File: src/rtl/fifo_wr_arbiter_pkg.sv
// Shared constants and state encoding for the FIFO write-port arbiter.
// The FIFO_ARB_STATS_EN macro (see fifo_wr_arbiter) needs nothing from this package.
package fifo_arb_pkg;

   localparam int FIFO_WIDTH = 16;
   localparam int FIFO_DEPTH = 8;

   typedef enum logic [1:0] {
      IDLE  = 2'd0,
      ARB   = 2'd1,
      BURST = 2'd2
   } arb_state_e;

endpackage

File: src/rtl/fifo_wr_arbiter_if.sv
// Client request bus plus FIFO write-side signals of the write-port arbiter.
// slave: arbiter side; master: clients and FIFO side.
interface fifo_wr_arbiter_if #(
   parameter int NUM_REQ    = 4,
   parameter int DATA_WIDTH = 16
);
   logic [NUM_REQ-1:0]            req;
   logic [NUM_REQ*DATA_WIDTH-1:0] req_data;
   logic [NUM_REQ-1:0]            req_last;
   logic [NUM_REQ-1:0]            gnt;
   logic                          fifo_wr_en;
   logic [DATA_WIDTH-1:0]         fifo_data_in;
   logic                          fifo_full;
   logic                          fifo_wr_ack;
   logic                          busy;

   modport slave (
      input  req, req_data, req_last, fifo_full, fifo_wr_ack,
      output gnt, fifo_wr_en, fifo_data_in, busy
   );

   modport master (
      output req, req_data, req_last, fifo_full, fifo_wr_ack,
      input  gnt, fifo_wr_en, fifo_data_in, busy
   );
endinterface

File: src/rtl/fifo_wr_arbiter_rr_pick.sv
// Combinational round-robin picker: first requester at or after rr_ptr, wrapping
// modulo NUM_REQ (NUM_REQ need not be a power of two).
module fifo_arb_rr_pick #(
   parameter int NUM_REQ = 4,
   parameter int PTR_W   = 2
) (
   input  logic [NUM_REQ-1:0] req,
   input  logic [PTR_W-1:0]   rr_ptr,
   output logic               valid,
   output logic [PTR_W-1:0]   index
);

   logic [PTR_W:0]   sum_s;
   logic [PTR_W-1:0] idx_s;

   // Scan from the farthest candidate back so the nearest hit wins.
   always_comb begin
      valid = |req;
      index = '0;
      sum_s = '0;
      idx_s = '0;
      for (int k = NUM_REQ - 1; k >= 0; k--) begin
         sum_s = {1'b0, rr_ptr} + (PTR_W+1)'(k);
         idx_s = (sum_s >= (PTR_W+1)'(NUM_REQ)) ? PTR_W'(sum_s - (PTR_W+1)'(NUM_REQ))
                                                : sum_s[PTR_W-1:0];
         index = req[idx_s] ? idx_s : index;
      end
   end

endmodule

File: src/rtl/fifo_wr_arbiter.sv
// Round-robin arbiter sharing one FIFO write port among NUM_REQ bursting clients.
// Optional: define FIFO_ARB_STATS_EN to add per-client accepted-write counters (stat_cnt).
module fifo_wr_arbiter
   import fifo_arb_pkg::*;
#(
   parameter int NUM_REQ    = 4,
   parameter int DATA_WIDTH = FIFO_WIDTH,
   parameter int MAX_BURST  = 4
) (
   input  logic                   clk,
   input  logic                   rst_n,
   fifo_wr_arbiter_if.slave       bus
`ifdef FIFO_ARB_STATS_EN
   ,
   output logic [NUM_REQ*16-1:0]  stat_cnt
`endif
);

   localparam int PTR_W = $clog2(NUM_REQ);
   localparam int CNT_W = $clog2(MAX_BURST + 1);

   arb_state_e             state_r, state_nxt_s;
   logic [PTR_W-1:0]       rr_ptr_r, rr_ptr_nxt_s;
   logic [PTR_W-1:0]       owner_r, owner_nxt_s, owner_inc_s;
   logic [CNT_W-1:0]       beat_cnt_r, beat_cnt_nxt_s, beat_inc_s;
   logic                   pick_valid_s;
   logic [PTR_W-1:0]       pick_idx_s;
   logic [NUM_REQ-1:0]     gnt_s;
   logic                   wr_en_s;
   logic [DATA_WIDTH-1:0]  data_s;

   fifo_arb_rr_pick #(.NUM_REQ(NUM_REQ), .PTR_W(PTR_W)) u_pick (
      .req    (bus.req),
      .rr_ptr (rr_ptr_r),
      .valid  (pick_valid_s),
      .index  (pick_idx_s)
   );

   // Next-state, grant and FIFO write-port decode.
   always_comb begin
      state_nxt_s    = state_r;
      rr_ptr_nxt_s   = rr_ptr_r;
      owner_nxt_s    = owner_r;
      beat_cnt_nxt_s = beat_cnt_r;
      gnt_s          = '0;
      wr_en_s        = 1'b0;
      data_s         = '0;
      owner_inc_s    = (owner_r == PTR_W'(NUM_REQ - 1)) ? '0 : owner_r + PTR_W'(1);
      beat_inc_s     = beat_cnt_r + CNT_W'(1);
      case (state_r)
         IDLE: begin
            if (|bus.req) state_nxt_s = ARB;
            else          state_nxt_s = IDLE;
         end
         ARB: begin
            if (pick_valid_s) begin
               owner_nxt_s    = pick_idx_s;
               beat_cnt_nxt_s = '0;
               state_nxt_s    = BURST;
            end else begin
               state_nxt_s    = IDLE;
            end
         end
         BURST: begin
            data_s = bus.req_data[owner_r*DATA_WIDTH +: DATA_WIDTH];
            if (!bus.req[owner_r]) begin
               state_nxt_s  = IDLE;
               rr_ptr_nxt_s = owner_inc_s;
            end else if (!bus.fifo_full) begin
               gnt_s[owner_r] = 1'b1;
               wr_en_s        = 1'b1;
               beat_cnt_nxt_s = beat_inc_s;
               // Burst ends on the client's last beat or when its budget is spent.
               if (bus.req_last[owner_r] || (beat_inc_s == CNT_W'(MAX_BURST))) begin
                  state_nxt_s  = IDLE;
                  rr_ptr_nxt_s = owner_inc_s;
               end else begin
                  state_nxt_s  = BURST;
               end
            end else begin
               state_nxt_s = BURST;
            end
         end
         default: begin
            state_nxt_s = IDLE;
         end
      endcase
   end

   // Arbitration state registers.
   always_ff @(posedge clk or negedge rst_n) begin
      if (!rst_n) begin
         state_r    <= IDLE;
         rr_ptr_r   <= '0;
         owner_r    <= '0;
         beat_cnt_r <= '0;
      end else begin
         state_r    <= state_nxt_s;
         rr_ptr_r   <= rr_ptr_nxt_s;
         owner_r    <= owner_nxt_s;
         beat_cnt_r <= beat_cnt_nxt_s;
      end
   end

   assign bus.gnt          = gnt_s;
   assign bus.fifo_wr_en   = wr_en_s;
   assign bus.fifo_data_in = data_s;
   assign bus.busy         = (state_r == BURST);

`ifdef FIFO_ARB_STATS_EN
   logic [NUM_REQ-1:0] gnt_d_r;
   logic [15:0]        stat_r [NUM_REQ];

   // wr_ack arrives one cycle after the write, so it pairs with the delayed grant.
   always_ff @(posedge clk or negedge rst_n) begin
      if (!rst_n) begin
         gnt_d_r <= '0;
         for (int i = 0; i < NUM_REQ; i++) stat_r[i] <= 16'h0000;
      end else begin
         gnt_d_r <= gnt_s;
         for (int i = 0; i < NUM_REQ; i++) begin
            if (gnt_d_r[i] && bus.fifo_wr_ack && (stat_r[i] != 16'hFFFF))
               stat_r[i] <= stat_r[i] + 16'h0001;
         end
      end
   end

   for (genvar g = 0; g < NUM_REQ; g++) begin : g_stat
      assign stat_cnt[g*16 +: 16] = stat_r[g];
   end
`else
   logic unused_ack_s;
   assign unused_ack_s = bus.fifo_wr_ack;
`endif

endmodule
File: src/flat_wrapper.sv
// flat-port wrapper written by rule: the top's interface ports become plain ports
module fifo_wr_arbiter_flat import fifo_arb_pkg::*;
#(
   parameter int NUM_REQ    = 4,
   parameter int DATA_WIDTH = FIFO_WIDTH,
   parameter int MAX_BURST  = 4
)
  (clk, rst_n, bus_req, bus_req_data, bus_req_last, bus_fifo_full, bus_fifo_wr_ack, bus_gnt, bus_fifo_wr_en, bus_fifo_data_in, bus_busy);
  fifo_wr_arbiter_if #(.NUM_REQ(NUM_REQ), .DATA_WIDTH(DATA_WIDTH)) bus_i ();
  input  logic clk;
  input  logic rst_n;
  input wire logic [$bits(bus_i.req)-1:0] bus_req;
  input wire logic [$bits(bus_i.req_data)-1:0] bus_req_data;
  input wire logic [$bits(bus_i.req_last)-1:0] bus_req_last;
  input wire logic [$bits(bus_i.fifo_full)-1:0] bus_fifo_full;
  input wire logic [$bits(bus_i.fifo_wr_ack)-1:0] bus_fifo_wr_ack;
  output wire logic [$bits(bus_i.gnt)-1:0] bus_gnt;
  output wire logic [$bits(bus_i.fifo_wr_en)-1:0] bus_fifo_wr_en;
  output wire logic [$bits(bus_i.fifo_data_in)-1:0] bus_fifo_data_in;
  output wire logic [$bits(bus_i.busy)-1:0] bus_busy;
  assign bus_i.req = bus_req;
  assign bus_i.req_data = bus_req_data;
  assign bus_i.req_last = bus_req_last;
  assign bus_i.fifo_full = bus_fifo_full;
  assign bus_i.fifo_wr_ack = bus_fifo_wr_ack;
  assign bus_gnt = bus_i.gnt;
  assign bus_fifo_wr_en = bus_i.fifo_wr_en;
  assign bus_fifo_data_in = bus_i.fifo_data_in;
  assign bus_busy = bus_i.busy;
  fifo_wr_arbiter #(.NUM_REQ(NUM_REQ), .DATA_WIDTH(DATA_WIDTH), .MAX_BURST(MAX_BURST)) u_core (.clk(clk), .rst_n(rst_n), .bus(bus_i));
endmodule
File: config.mk
export PLATFORM = sky130hd
export DESIGN_NAME = fifo_wr_arbiter_flat
export DESIGN_NICKNAME = d
export VERILOG_FILES = /design/src/rtl/fifo_wr_arbiter_pkg.sv /design/src/rtl/fifo_wr_arbiter_if.sv /design/src/rtl/fifo_wr_arbiter_rr_pick.sv /design/src/rtl/fifo_wr_arbiter.sv /design/src/flat_wrapper.sv
export SDC_FILE = /design/constraint.sdc
export NUM_CORES = 1
export LEC_CHECK = 0
export CAP_MARGIN = 20
export CORE_MARGIN = 2
export CORE_UTILIZATION = 25
export DETAILED_ROUTE_END_ITERATION = 10
export PLACE_DENSITY_LB_ADDON = 0.08
export SETUP_SLACK_MARGIN = 0.02
export SLEW_MARGIN = 20
export SYNTH_ARGS = -nofsm -noshare
export SYNTH_HDL_FRONTEND = slang
export SYNTH_SLANG_ARGS = --single-unit
File: constraint.sdc
create_clock -name clk -period 2.5 [get_ports clk]
set_input_delay 0.5 -clock clk [delete_from_list [all_inputs] [get_ports clk]]
set_output_delay 0.5 -clock clk [all_outputs]
set_load 0.02 [all_outputs]
Word-level counts from Yosys, hierarchy flattened

Index checks and enable logic that the tools add are counted.

Add/subtract/negate cells: 9
Multipliers: 0
Div/mod/pow operators: 0
Magnitude comparators: 10
Eq/ne operators: 9
Shift-type cells: 1
Mux-type cells: 43
Bitwise gates (word level): 0
Reduce and logical (&&, ||, !) cells: 8

Operators with widths:

| cell                                                                         | number |
|---|---|
| 64-bit by 7-bit variable part select with 16-bit output                      | 1 |
| 2-bit 2-to-1 mux                                                             | 16 |
| 16-bit 2-to-1 mux                                                            | 1 |
| 2-bit by 3-bit less-than comparator with 1-bit output, second input constant | 5 |
| 1-bit binary-select mux with 2-bit select                                    | 6 |
| 4-bit 2-to-1 mux                                                             | 3 |
| 1-bit 2-to-1 mux                                                             | 11 |
| 3-bit >= comparator, second input constant                                   | 3 |
| 3-bit 2-to-1 mux                                                             | 3 |
| 2-bit by 1-bit subtractor with 2-bit output, second input constant           | 4 |
| 2-bit by 2-bit adder with 3-bit output, second input constant                | 2 |
| 2-bit inequality test, second input constant                                 | 3 |
| 2-bit case mux with 3 select lines                                           | 1 |
| 3-bit case mux with 2 select lines                                           | 1 |
| 2-bit == test, second input constant                                         | 2 |
| 2-bit by 1-bit inequality test with 1-bit output, second input constant      | 2 |
| 4-bit AND reduction                                                          | 1 |
| 4-bit OR reduction                                                           | 1 |
| 2-bit by 1-bit adder with 3-bit output, second input constant                | 1 |
| 3-bit by 1-bit adder with 3-bit output, second input constant                | 1 |
| 3-bit == test, second input constant                                         | 1 |
| 2-bit by 3-bit >= comparator with 1-bit output, second input constant        | 1 |
| 3-bit AND reduction                                                          | 1 |
| 2-bit by 1-bit adder with 2-bit output, second input constant                | 1 |
| 8 further kinds                                                              | 8 |

Register bits after elaboration: 9
Latch bits: 0
Memory bits (writable): 0
Memory bits (read-only): 0
Input port bits: 76
Word-level logic and storage cells: 84
Memories: 0

Longest topological paths before layout

Gate-level depths: netlist (run 1).

Word-level depth: 9
Gate-level depth with buffers: 5
Gate-level depth less buffers: 5

By module

Synthesis (run 1) repeated with hierarchy kept, for this count alone.

Cell total of the unflattened synthesis: 108
Area total of the unflattened synthesis: 1209.9 sq um

Modules (own cells, without submodules):

| module           | times used | cells an instance | area each (sq um) | sequential area each (sq um) |
|---|---|---|---|---|
| fifo_wr_arbiter  | 1          | 95                | 1132.3            | 225.2 |
| fifo_arb_rr_pick | 1          | 13                | 77.6              | 0.0 |

Least setup slack after synthesis (run 1)

Ideal clock, no wire load.

Kind: register -> output
Start: register u_core.owner_r[0]
End: output bus_fifo_data_in[10]
Arrival time: 1.580 ns
Data required time: 2.000 ns
Slack: 0.420 ns
Stages on the path, launching flop included: 5
Buffers on the path: 2
Cell sequence: dfrtp_1 -> buf_6 -> buf_2 -> mux4_2 -> and2_1

Cells in the longest elaborated chain, start to end: 2

Ends and longest elaborated chain:

| element                                                 | line                   | source |
|---|---|---|
| start, declared                                         | fifo_wr_arbiter.sv:24  | `logic [PTR_W-1:0] owner_r, owner_nxt_s, owner_inc_s;` |
| start signal, assigned                                  | fifo_wr_arbiter.sv:100 | `owner_r <= owner_nxt_s;` |
| 64-bit by 7-bit variable part select with 16-bit output | fifo_wr_arbiter.sv:65  | `data_s = bus.req_data[owner_r*DATA_WIDTH +: DATA_WIDTH];` |
| 16-bit 2-to-1 mux                                       | fifo_wr_arbiter.sv:50  | `case (state_r)` |
| end, declared                                           | flat_wrapper.sv:19     | `output wire logic [$bits(bus_i.fifo_data_in)-1:0] bus_fifo_data_in;` |

Every way passes these cells.

Worst setup path after layout (run 1)

Start: input bus_req[3]
End: output bus_gnt[0]

Cells in the longest elaborated chain, start to end: 4

Ends and longest elaborated chain:

| element                                   | line                  | source |
|---|---|---|
| start, declared                           | flat_wrapper.sv:12    | `input wire logic [$bits(bus_i.req)-1:0] bus_req;` |
| 1-bit binary-select mux with 2-bit select | fifo_wr_arbiter.sv:66 | `if (!bus.req[owner_r]) begin` |
| 1-bit 2-to-1 mux (not written as such)    | fifo_wr_arbiter.sv:66 |  |
| 4-bit 2-to-1 mux                          | fifo_wr_arbiter.sv:66 |  |
| 4-bit 2-to-1 mux                          | fifo_wr_arbiter.sv:50 |  |
| end, declared                             | flat_wrapper.sv:17    | `output wire logic [$bits(bus_i.gnt)-1:0] bus_gnt;` |

Every way passes these cells. The select of a mux whose other input is x is not followed.

==> results.txt, run 1 <==
outcome - finished, final reports clean
Yosys top cell by area - mux4_2
CP endpoint kind - primary output
Die Span X - 72.37 um
sequential fraction of the synthesis area - 0.1927
Post-CTS Setup Repair Bufs - 0
P&R area growth vs syn - 91.33%
antenna cell count - 0
Core Region - 4414 sq um
antenna violations before repair - 0
post-synthesis register bit count - 9
DR iter-0 viols - 21
Critical Path Source Type - primary input
CP required - 2.00 ns
Initial Utilization - 0.2647
Detailed Routing Iterations Pass 1 - 4
CTS tree - done
crit path DAT - 1.93 ns
Netlist cell types - 33
peak supply drop - 0.5185 mV
Clk pin slew, worst setup/hold paths - 0.04 ns
share of cells above drive strength 1 - 0.1726
largest net degree at the start of global routing - 21
critical path launch point - bus_req[3]
vias in the first global route - 1327
number of CTS-inserted buffers - 3
aggregate global-route resource usage - 0.1618
worst hold path type - flop to flop
post-route cell area - 2236 sq um
htree depth - 1
Final Max Slew Viols - 0
dpl ws - -0.3913 ns
Site Rows - 24
count of endpoints failing setup in the final report - 0
Final Worst Setup Slack - 0.07235 ns
ANT nets after route - 0
fmax - 411.9 MHz
Hold Violations, Final - 0
die height - 72.37 um
Yosys top cell area share - 0.2120
Synth area leaders - mux4_2, dfrtp_1, mux4_1, and2_1, ha_1
Mapped Area - 1169 sq um
synthesized netlist net count - 176
Worst-Skew Late Latency - 0.23 ns
grt ovf - 0
Residual DRC - 0
WL final - 4126 um
first-pass GRT wire length - 6596 um
syn_area_per_cell - 12.43 sq um
minimum clock period - 2.428 ns
DR vias/cell - 4.996
wire length per cell - 16.57 um
post_cts resized - 40
unrepaired setup endpoints after global routing - false
hpwl dp - 3400 um
detailed-route via count - 1244
dpl cell area - 2226 sq um
Hold Startpoint - u_core.state_r[0]$_DFF_PN0_
post-synthesis cell count - 94
crit path max fanout - 5
critical path type - primary input to primary output
number of placed I/O pins - 98
Reg-to-Reg Start - u_core.owner_r[0]$_DFFE_PN0P_
Final GP Congestion - 0.7509
CTS Sinks - 9
power density cells - 750.3 nW/um^2
max cap viols - 0
Nets - 280
relative max-transition margin - 0.6060
Worst-Margin Slew - 0.5897 ns
Leakage - 0.9997 nW
final worst-path cycle share - 0.9711
Hold-fix buffers, CTS - 0
Max Clock Skew - 0.003184 ns
Yosys Warn Count - 0
Clock Tree Buf Depth - 2
number of port buffers - 96
die area - 5237 sq um
CTS Root Cell - clkbuf_8
per-stage QoR:
stage	cells	hold slack, ns	util	power (mW)	TNS (ns)
finish	249	0.4368	0.5065	1.678	0
global route	249	0.4587	0.5065	1.814	0
CTS	249	0.4360	0.5060	1.703	0
detailed placement	245	0.4303	0.5043	1.577	-2.928
global placement	245	0.4255	0.5043	1.553	-2.603
floorplan	94	0.2044	-	1.095	0
flip-flops by register name, indices dropped and copies added (netlist names):
| name | flops |
|---|---|
| u_core.state_r | 2 |
| u_core.beat_cnt_r | 3 |
| u_core.rr_ptr_r | 2 |
| u_core.owner_r | 2 |
per-layer routing:
| layer | track usage | wire (um) |
|---|---|---|
| met5 | 0 | 0 |
| met4 | 0.05556 | 63 |
| met3 | 0.03611 | 366 |
| met2 | 0.2854 | 2035 |
| met1 | 0.1937 | 1660 |
cells by family after synthesis:
kind of cell	synth area share
DFF	0.1927
adders and majority gates	0.06424
AOI/OAI and AO/OA	0.07923
and+or+nand+nor	0.1991
buffers and inverters	0.03425
muxes	0.4304
worst paths after layout:
path                                                         end  slack, ns  depth (start not counted)
worst max-delay path                                  bus_gnt[0]       0.07                          5
worst min-delay path                 u_core.state_r[0]$_DFF_PN0_       0.44                          1
worst max register to register    u_core.rr_ptr_r[1]$_DFFE_PN0P_       0.73                          5
worst min register to register       u_core.state_r[0]$_DFF_PN0_       0.44                          1
max in group asynchronous          u_core.owner_r[0]$_DFFE_PN0P_       1.61                          1
min in group asynchronous       u_core.beat_cnt_r[0]$_DFFE_PN0P_       0.57                          1
critical path, cell delays in order:
cell and delay (ns):
clkdlybuf4s50_1 0.41, mux4_2 0.50, nor3b_4 0.18, and2_1 0.18, buf_2 0.15
placed cells by master (no fill, tap or decap), types with 2 or more instances in the layout:
master	Yosys	final
ha_1	6	6
nor2b_1	4	4
o21ai_1	2	2
mux4_1	7	7
inv_1	3	3
mux2_4	2	2
mux4_2	11	11
buf_6	1	2
clkdlybuf4s50_1	0	73
and2_1	20	20
dlygate4sd2_1	0	17
dfrtp_1	9	8
buf_2	2	5
nor3b_1	2	2
clkbuf_8	0	3
nor2_1	2	2
buf_4	0	6
nand2b_1	2	2
mux2i_1	3	3
power by group:
group          switching (mW)  internal [mW]
combinational           0.545          0.688
clock                  0.0587          0.111
sequential             0.0653          0.209
total                   0.669           1.01
final cells by class:
type                            instances  area [sq um]
Clock buffer                            4         45.04
Fill cell                             402          2178
Inverter                                3         11.26
Multi-Input combinational cell         77         903.4
Sequential cell                         9         226.5
Tap cell                               52         65.06
Timing Repair Buffer                  104         984.7
Yosys cell counts, drive strengths merged:
library cell  instances
and2                 20
a21bo                 1
o21ai                 3
nor3                  1
a22o                  1
mux4                 18
nand3                 1
a21oi                 1
a221o                 1
clkbuf                1
buf                   4
inv                   3
o21bai                1
ha                    6
o22ai                 1
o32ai                 1
nor2b                 4
nor3b                 3
a31oi                 1
mux2                  3
mux2i                 3
nor2                  2
dfrtp                 9
nand2b                3
nand2                 1
nor4                  1
No activity file was read; power rests on OpenSTA's default activity.
==> run 2, diff against run 1 <==
==> constraint.sdc (replaced) <==
create_clock -name clk -period 2.5 [get_ports clk]
set_input_delay 0.75 -clock clk [delete_from_list [all_inputs] [get_ports clk]]
set_output_delay 0.75 -clock clk [all_outputs]
set_load 0.02 [all_outputs]
==> results.txt, run 2 (same netlist as run 1, synthesis figures left out) <==
Final Worst Setup Slack - -0.1502 ns
detailed-route via count - 1245
first-pass GRT wire length - 6575 um
antenna violations before repair - 0
CP most frequent cell - buf_6
Sum Neg Setup Slack - -0.5457 ns
CTS Sinks - 9
CP max stage cell - mux4_2
worst hold path type - flop to flop
P&R area growth vs syn - 99.57%
ANT nets after route - 0
Bufs and invs on worst path - 3
CTS Root Cell - clkbuf_8
CTS tree - done
die area - 5237 sq um
Max Clock Skew - 0.001567 ns
aggregate global-route resource usage - 0.1610
Clock Tree Buf Depth - 2
CP required - 1.75 ns
relative max-transition margin - 0.7060
Leakage - 1.099 nW
outcome - finished with violations
max cap viols - 0
Detailed Routing Iterations Pass 1 - 4
count of endpoints failing setup in the final report - 5
final worst-path cycle share - 1.060
CP endpoint kind - primary output
Final Core Density - 0.5283
share of cells above drive strength 1 - 0.4158
Clk pin slew, worst setup/hold paths - 0.04 ns
crit path max fanout - 4
grt ovf - 0
Residual DRC - 0
max FFs per register - 3
fmax - 377.3 MHz
failing checks - setup timing
Worst-Skew Late Latency - 0.23 ns
crit path DAT - 1.90 ns
wire length per cell - 17.50 um
Hold Violations, Final - 0
Top delay family on crit path - multiplexers
antenna cell count - 0
DR vias/cell - 4.902
WL final - 4446 um
Core Region - 4414 sq um
Top reg by flops - u_core.beat_cnt_r
commonest non-fill, non-tap cells in the layout - dlygate4sd2_1, buf_6, and2_4
largest net degree at the start of global routing - 22
minimum clock period - 2.650 ns
peak supply drop - 0.5154 mV
Initial Utilization - 0.2647
Nets - 285
htree depth - 1
die height - 72.37 um
Final GP Congestion - 0.7522
Critical Path Source Type - primary input
unrepaired setup endpoints after global routing - true
Die Span X - 72.37 um
vias in the first global route - 1315
hpwl dp - 3460 um
slowest stage delay, CP - 0.47 ns
DR iter-0 viols - 32
critical path type - primary input to primary output
Pwr Total - 1.957 mW
power density cells - 839.1 nW/um^2
Site Rows - 24
number of port buffers - 96
number of placed I/O pins - 98
number of CTS-inserted buffers - 3
crit path cell chain - buf_6 > mux4_2 > nor3b_4 > buf_6 > and2_4 > buf_6
Worst-Margin Slew - 0.4370 ns
most common cell after layout, fill and taps aside - dlygate4sd2_1
Final Max Slew Viols - 0
run 2: changes by cell type in the layout (fill, tap and decap cells not counted), sizes merged:
cell,before,now
buf,13,36
clkbuf,4,5
dlymetal6s2s,1,0
clkdlybuf4s50,73,5
dlygate4sd2,17,55
clkdlybuf4s15,0,12
run 2: worst paths after layout:
kind / endpoint / start / depth (start not counted) / slack [ns]
worst max-delay path: bus_gnt[3] / bus_req[3] / 6 / -0.15
worst min-delay path: u_core.state_r[0]$_DFF_PN0_ / u_core.state_r[0]$_DFF_PN0_ / 1 / 0.45
worst max register to register: u_core.beat_cnt_r[2]$_DFFE_PN0P_ / u_core.owner_r[0]$_DFFE_PN0P_ / 7 / 0.56
worst min register to register: u_core.state_r[0]$_DFF_PN0_ / u_core.state_r[0]$_DFF_PN0_ / 1 / 0.45
max in group asynchronous: u_core.owner_r[0]$_DFFE_PN0P_ / rst_n / 1 / 1.38
min in group asynchronous: u_core.beat_cnt_r[0]$_DFFE_PN0P_ / rst_n / 1 / 0.81
run 2: layout make-up:
cell class | count | area [sq um]
clock buffers | 4 | 45.04
fillers | 410 | 2082
inverters | 3 | 11.26
multi-input cells | 77 | 924.6
flip-flops and latches | 9 | 226.5
well taps | 52 | 65.06
repair buffers | 109 | 1060
run 2: metal layers:
metal / vias up / global-route usage / routed length [um] / part of all wire
met5: - / 0 / 0 / 0
met4: 0 / 0.04527 / 34 / 0.0076
met3: 4 / 0.02917 / 407 / 0.092
met2: 61 / 0.2895 / 2347 / 0.53
met1: 600 / 0.1969 / 1656 / 0.37
li1: 580 / - / - / -
run 2: where the power goes:
group / leakage [nW] / switching (mW) / internal, mW
combinational: 0.964 / 0.620 / 0.895
clock: 0.0228 / 0.0517 / 0.111
sequential: 0.113 / 0.0706 / 0.210
total: 1.10 / 0.742 / 1.22
run 2: metrics by stage:
step / hold WS (ns) / cell area [sq um] / setup WS, ns / cells
detailed placement: 0.4362 / 2258 / -0.9348 / 246
global route: 0.4622 / 2332 / -0.1750 / 254
CTS: 0.4389 / 2283 / -0.1532 / 252
global placement: 0.4284 / 2258 / -0.8931 / 246
finish: 0.4459 / 2332 / -0.1502 / 254
floorplan: 0.4136 / 1169 / 0.02891 / 94
run 2: timing repair:
item,CTS,global route
gates cloned,0,1
resized for setup,232,13
hold buffers,0,0
setup buffers,2,1
pin swaps,19,3
setup endpoints to repair,21,15
==> run 3, diff against run 2 <==
--- a/config.mk
+++ b/config.mk
@@ -5,9 +5,10 @@
 export SDC_FILE = /design/constraint.sdc
 export NUM_CORES = 1
 export LEC_CHECK = 0
+export ABC_CLOCK_PERIOD_IN_PS = 2500
 export CAP_MARGIN = 20
 export CORE_MARGIN = 2
-export CORE_UTILIZATION = 25
+export CORE_UTILIZATION = 32
 export DETAILED_ROUTE_END_ITERATION = 10
 export PLACE_DENSITY_LB_ADDON = 0.08
 export SETUP_SLACK_MARGIN = 0.02
==> results.txt, run 3 (same netlist as run 1, synthesis figures left out) <==
Clock Tree Buf Depth - 2
Worst-Margin Slew - 0.4512 ns
DR iter-0 viols - 41
Leakage - 1.109 nW
WL final - 4455 um
post-route cell area - 2345 sq um
CP endpoint kind - primary output
die height - 64.43 um
CTS Root Cell - clkbuf_4
share of cells above drive strength 1 - 0.4369
Max Clock Skew - 0.003459 ns
placed insts - 245
aggregate global-route resource usage - 0.2121
Clk pin slew, worst setup/hold paths - 0.06 ns
Site Rows - 21
Final Max Slew Viols - 0
crit path DAT - 1.77 ns
Seq. cell area - 226.5 sq um
Initial Utilization - 0.3421
Critical Path Source Type - primary input
largest net degree at the start of global routing - 21
Hold Violations, Final - 0
failing checks - setup timing
CTS Sinks - 9
Residual DRC - 0
power density cells - 825.5 nW/um^2
number of placed I/O pins - 98
worst hold path type - flop to flop
critical path type - primary input to primary output
Worst-Skew Late Latency - 0.27 ns
Multi-input gate area - 927.1 sq um
antenna violations before repair - 0
relative max-transition margin - 0.6964
Pwr Total - 1.936 mW
wire length per cell - 17.61 um
Nets - 289
max FFs per register - 3
CP required - 1.75 ns
dpl cell area - 2288 sq um
first-pass GRT wire length - 6672 um
Die Span X - 64.43 um
CTS tree - done
Final GP Congestion - 0.7577
most common cell after layout, fill and taps aside - dlygate4sd2_1
count of endpoints failing setup in the final report - 4
number of port buffers - 96
DR vias/cell - 4.976
die area - 4151 sq um
peak supply drop - 0.6291 mV
unrepaired setup endpoints after global routing - true
P&R area growth vs syn - 100.6%
hpwl dp - 3546 um
vias in the first global route - 1280
Final Core Density - 0.6864
Final Worst Setup Slack - -0.01950 ns
crit path max fanout - 6
detailed-route via count - 1259
max cap viols - 0
final worst-path cycle share - 1.008
fillers - 288
commonest non-fill, non-tap cells in the layout - dlygate4sd2_1, buf_6, and2_4
Top reg by flops - u_core.beat_cnt_r
grt ovf - 0
Core Region - 3416 sq um
Final Non-Filler Cells - 253
Detailed Routing Iterations Pass 1 - 6
fmax - 396.9 MHz
outcome - finished with violations
minimum clock period - 2.520 ns
htree depth - 1
ANT nets after route - 0
number of CTS-inserted buffers - 3
run 3: final cells by class:
type / instances / area share
sequential: 9 / 0.09658
multi-input combinational: 77 / 0.3954
clock buffer: 4 / 0.01121
tap: 46 / 0.02455
inverter: 3 / 0.004803
antenna: 1 / 0.001067
timing repair buffer: 113 / 0.4664
run 3: where the power goes:
| part | internal (mW) | switching [mW] |
|---|---|---|
| clock network | 0.0617 | 0.0536 |
| registers | 0.209 | 0.0761 |
| logic | 0.917 | 0.619 |
run 3: worst max-delay path, stage by stage:
cell and delay, ns:
buf_6 0.09, mux4_2 0.47, nor3b_4 0.19, and2_4 0.15, buf_6 0.12
run 3: worst paths after layout:
kind / start / end / slack [ns] / depth (start not counted)
max in group asynchronous: rst_n / u_core.owner_r[0]$_DFFE_PN0P_ / 1.43 / 1
min: u_core.state_r[0]$_DFF_PN0_ / u_core.state_r[0]$_DFF_PN0_ / 0.46 / 1
max: bus_req[3] / bus_gnt[2] / -0.02 / 5
min in group asynchronous: rst_n / u_core.owner_r[1]$_DFFE_PN0P_ / 0.77 / 1
max reg2reg: u_core.owner_r[0]$_DFFE_PN0P_ / u_core.rr_ptr_r[1]$_DFFE_PN0P_ / 0.59 / 6
min reg2reg: u_core.state_r[0]$_DFF_PN0_ / u_core.state_r[0]$_DFF_PN0_ / 0.46 / 1
run 3: repair_timing:
action | CTS | global route
pin swaps | 21 | 3
buffers inserted | 1 | 1
hold buffers | 0 | 0
resized for setup | 236 | 16
setup endpoints to repair | 22 | 20
cloned | 0 | 1
run 3: metrics by stage:
stage	TNS [ns]	worst slack [ns]	hold slack [ns]
5_1_grt	-0.1701	-0.04375	0.4957
6_report	-0.07620	-0.01950	0.4579
2_1_floorplan	0	0.02891	0.4136
4_1_cts	-0.08324	-0.03036	0.4588
3_3_place_gp	-12.58	-0.7752	0.4257
3_5_place_dp	-13.05	-0.8039	0.4507
run 3: layer usage:
metal	up-vias	track usage	wire length, um
li1	590	-	-
met1	604	0.2478	1653
met2	59	0.3984	2463
met3	6	0.02431	289
met4	0	0.07447	49
met5	-	0	0
